$ cat src/rtl/uart_rx_core.sv
// uart_rx_core: 16x-oversampled UART receiver with start-bit glitch rejection,
// optional parity, and a single-word valid/ready output holding per-frame error flags.
module uart_rx_core #(
    parameter int DATA_BITS  = 8,
    parameter int OVERSAMPLE = 16,
    parameter int DIV_W      = 16
) (
    input  logic                 clk,
    input  logic                 rst,
    input  logic [DIV_W-1:0]     divider_i,
    input  logic                 parity_en_i,
    input  logic                 parity_odd_i,
    input  logic                 flush_i,
    input  logic                 rx_i,
    output logic [DATA_BITS-1:0] data_o,
    output logic                 valid_o,
    input  logic                 ready_i,
    output logic                 parity_error_o,
    output logic                 framing_error_o,
    output logic                 overrun_error_o,
    output logic                 busy_o
);
    localparam int SW = $clog2(OVERSAMPLE);
    localparam int BW = $clog2(DATA_BITS);

    typedef enum logic [2:0] {IDLE, START, DATA, PARITY, STOP} state_t;

    state_t               state, state_d;
    logic                 rx_m, rx_s, rx_q;
    logic [DIV_W-1:0]     tick_cnt, div_q;
    logic [SW-1:0]        scnt;
    logic [BW-1:0]        bit_idx;
    logic [DATA_BITS-1:0] shreg;
    logic                 par_en_q, par_odd_q, perr;
    logic                 tick, mid, full, done, fill;

    // div_q only reloads on a wrap, so a divider write never truncates a tick period
    assign tick   = tick_cnt == div_q;
    assign mid    = tick && scnt == SW'(OVERSAMPLE / 2 - 1);
    assign full   = tick && scnt == SW'(OVERSAMPLE - 1);
    assign done   = state == STOP && full;
    assign fill   = !valid_o || ready_i || flush_i;
    assign busy_o = state != IDLE;

    always_comb begin
        state_d = state;
        case (state)
            IDLE:    state_d = (rx_q && !rx_s) ? START : IDLE;
            START:   state_d = mid ? (rx_s ? IDLE : DATA) : START;
            DATA:    state_d = (full && bit_idx == BW'(DATA_BITS - 1)) ? (par_en_q ? PARITY : STOP) : DATA;
            PARITY:  state_d = full ? STOP : PARITY;
            STOP:    state_d = full ? IDLE : STOP;
            default: state_d = IDLE;
        endcase
    end

    always_ff @(posedge clk) begin
        if (rst) state <= IDLE;
        else     state <= state_d;
    end

    always_ff @(posedge clk) begin
        if (rst) begin
            {rx_q, rx_s, rx_m} <= 3'b111;
            tick_cnt           <= '0;
            div_q              <= '0;
            scnt               <= '0;
            bit_idx            <= '0;
            shreg              <= '0;
            par_en_q           <= 1'b0;
            par_odd_q          <= 1'b0;
            perr               <= 1'b0;
            data_o             <= '0;
            valid_o            <= 1'b0;
            parity_error_o     <= 1'b0;
            framing_error_o    <= 1'b0;
            overrun_error_o    <= 1'b0;
        end else begin
            {rx_q, rx_s, rx_m} <= {rx_s, rx_m, rx_i};
            tick_cnt <= tick ? '0 : tick_cnt + 1'b1;
            if (tick) div_q <= divider_i;
            scnt <= (state_d != state) ? '0 :
                    tick ? ((scnt == SW'(OVERSAMPLE - 1)) ? '0 : scnt + 1'b1) : scnt;
            if (state == START && state_d == DATA) begin
                bit_idx   <= '0;
                par_en_q  <= parity_en_i;
                par_odd_q <= parity_odd_i;
                perr      <= 1'b0;
            end
            if (state == DATA && full) begin
                shreg[bit_idx] <= rx_s;
                bit_idx        <= bit_idx + 1'b1;
            end
            if (state == PARITY && full) perr <= (^shreg ^ rx_s) != par_odd_q;
            // a completing frame wins over flush and over a same-cycle handshake
            overrun_error_o <= done && !fill;
            if (done && fill) begin
                data_o          <= shreg;
                parity_error_o  <= perr;
                framing_error_o <= !rx_s;
                valid_o         <= 1'b1;
            end else if (flush_i || (valid_o && ready_i)) begin
                valid_o         <= 1'b0;
                parity_error_o  <= 1'b0;
                framing_error_o <= 1'b0;
            end
        end
    end
endmodule

$ cat config.mk
export PLATFORM = sky130hd
export DESIGN_NAME = uart_rx_core
export DESIGN_NICKNAME = d
export VERILOG_FILES = /design/src/rtl/uart_rx_core.sv
export SDC_FILE = /design/constraint.sdc
export NUM_CORES = 1
export LEC_CHECK = 0
export BUFFER_PORTS_ARGS = -buffer_cell sky130_fd_sc_hd__buf_4
export CORE_ASPECT_RATIO = 0.6
export CORE_MARGIN = 4
export CORE_UTILIZATION = 30
export DETAILED_ROUTE_END_ITERATION = 6
export PLACE_DENSITY = 0.51
export SETUP_SLACK_MARGIN = 0.05
export SYNTH_ARGS = -nofsm -noshare
export SYNTH_HDL_FRONTEND = slang
export SYNTH_SLANG_ARGS = --single-unit
$ cat constraint.sdc
create_clock -name clk -period 1.76 [get_ports clk]
set_input_delay 0.088 -clock clk [delete_from_list [all_inputs] [get_ports clk]]
set_output_delay 0.088 -clock clk [all_outputs]
set_load 0.005 [all_outputs]
==> out/qor.yml <==
htreeDepth: 3
fin_crit_ns: 1.981
skew_ns: 0.005774
post-route-util_pct: 46.28
p_total_mw: 5.165
grt_usage_pct: 14.21
path_cells: "xor2_1 > nor4_1 > buf_4 > nand4_1 > buf_6 > buf_6 > o31a_1 > o211ai_2 > nor3_1"
synth_ff_type: "dfxtp_1"
ant_nets: 0
grt_pass1_vias: 2673
drtPass1Iterations: 4
worst_pin_slew_ns: 0.4050
grt_pass1_wl_um: 13450
dpl_worst_slack_ns: -0.3695
syn_area_per_cell_um2: 9.299
gp_routability_congestion: 0.8292
synth_cells: 331
fin_area_um2: 4588
ios: 36
start_util_pct: 31.04
routed_wl_um: 7972
dieArea_um2: 12000
clk_pin_slew_ns: 0.05
hold_class: "in2reg"
gr-total-overflow: 0
root_buffer: "clkbuf_16"
numCtsBuffers: 9
violations: "negative setup slack"
synthTopCellsByArea: "dfxtp_1, mux2i_1, xor2_1"
synth_top_area_share_pct: 44.23
timing.final.crit_share_pct: 112.6
placed_area_um2: 3805
worst_slack_ns: -0.2212
ys_types: 43
finalHoldViolations: 0
finalNonFillerCells: 575
synth_edf_count: 0
path_class: "reg2reg"
syn-cell-area_um2: 3078
cp_common_cell: "buf_6"
drtIter0Drc: 126
ys_seq_area_share_pct: 44.23
io_buffers: 35
ir_worst_vdd_mv: 0.6790
fin_setup_tns_ns: -8.112
clkLatencyLatePin_ns: 0.33
p_leak_nw: 2.096
area_growth_pct: 49.07
diodes: 0
worstPathArrival_ns: 2.20
dpl.hpwl_um: 5495
clockBufferDepth: 2
maxSlewViolCount: 0
worstPathRequired_ns: 1.97
crit_slowest_cell: "dfxtp_2"
fin_nets: 464
layout-drive-gt1-share_pct: 32.95
finalSetupViolations: 63
layout_commonest_cell: "buf_4"
cap_violations: 0
drc: 0
core_area_um2: 9915
ys_ff_latch: 68
fmax_mhz: 504.8
power.density_nw_per_um2: 1126
wl_per_cell_um: 13.86
placementRows: 28
grt_max_degree: 27
status: "finished with violations"
final_cell_mix: "buf_4, dfxtp_1, nor2_1"
worst-path-max-fanout: 4
synth_warnings: 0
viasPerCell: 4.553
synthesis.nets: 358
crit_path_end_kind: "register"
die_w_um: 138.8
clock_sinks: 68
postSynth.asyncResetShare_pct: 0
timing.hold.ws_ns: 0.02467
rsz0062_at_grt: "true"
critPathMaxStageDelay_ns: 0.32
crit_path_start_kind: "register"
synth_top_cell_by_area: "dfxtp_1"
antenna_found_initial: 0
placed_cells: 532
vias: 2618
tritoncts: "yes"
die_y_um: 86.46
relSlewSlack_pct: 72.83
## power by group
part | switching (mW) | total, mW | internal [mW]
combinational | 0.742 | 1.67 | 0.931
clock | 0.627 | 1.78 | 1.15
sequential | 0.0688 | 1.71 | 1.64
total | 1.44 | 5.16 | 3.73
## logic make-up after synthesis
logic type | Yosys count | share of synthesized area, %
compound gates | 19 | 3.902
mux | 36 | 11.75
buf+inv | 18 | 2.927
simple gates | 145 | 23.90
xor+xnor | 41 | 11.67
flops | 68 | 44.23
fa+ha+maj | 4 | 1.626
## flip-flops by register name, summed over array words and instances (netlist names)
name,flops
div_q,16
tick_cnt,16
data_o,8
shreg,8
scnt,4
bit_idx,3
state,3
framing_error_o,1
overrun_error_o,1
par_en_q,1
par_odd_q,1
parity_error_o,1
perr,1
rx_m,1
rx_q,1
rx_s,1
valid_o,1
## cell usage after synthesis, types with 2 or more instances
| cell type | count |
|---|---|
| dfxtp_1 | 68 |
| ha_1 | 4 |
| xor2_1 | 24 |
| nor2b_1 | 3 |
| nor2_1 | 55 |
| nand2_1 | 21 |
| buf_2 | 3 |
| nand4_1 | 9 |
| xnor2_1 | 17 |
| nand3_1 | 13 |
| inv_1 | 3 |
| and3_1 | 10 |
| a21oi_1 | 11 |
| clkbuf_1 | 7 |
| nand3b_1 | 5 |
| or3_1 | 2 |
| buf_4 | 3 |
| or2_2 | 3 |
| mux2i_1 | 35 |
| nor4_1 | 5 |
| nor3_1 | 8 |
## layer usage
metal	GRT usage [%]	share of wire (%)	up-vias
li1	-	-	1350
met1	21.59	55	1192
met2	18.63	36	65
met3	4.631	6.8	11
met4	4.440	1.5	0
met5	0	0	-
## critical path: cells and delay by family, from the launching register on
| kind | cells | cell delay, ns |
|---|---|---|
| flops | 1 | 0.32 |
| buf+inv | 3 | 0.45 |
| compound gates | 2 | 0.47 |
| simple gates | 3 | 0.47 |
| xor+xnor | 1 | 0.15 |
## worst paths after layout
| path | start | endpoint | slack (ns) | cells after the start |
|---|---|---|---|---|
| min reg2reg | rx_m$_SDFF_PP1_ | rx_s$_SDFF_PP1_ | 0.41 | 1 |
| max reg2reg | div_q[2]$_SDFFE_PP0N_ | scnt[0]$_SDFFE_PP0N_ | -0.22 | 9 |
| min | divider_i[3] | div_q[3]$_SDFFE_PP0N_ | 0.02 | 3 |
| max | div_q[2]$_SDFFE_PP0N_ | scnt[0]$_SDFFE_PP0N_ | -0.22 | 9 |
## area by class of cell
class	count	area [µm²]
timing repair buffer	109	996.0
tap	135	168.9
clock buffer	12	256.5
fill	982	5326
inverter	4	15.01
clock inverter	2	35.03
multi-input combinational	245	1743
sequential	68	1374
## repair_timing
action,CTS,global route
pin swaps,7,17
gates cloned,1,2
setup endpoints to repair,65,65
buffers inserted,4,4
hold endpoints to repair,18,0
hold buffers,18,0
resized for setup,25,18
No activity file was read; power rests on OpenSTA's default activity.
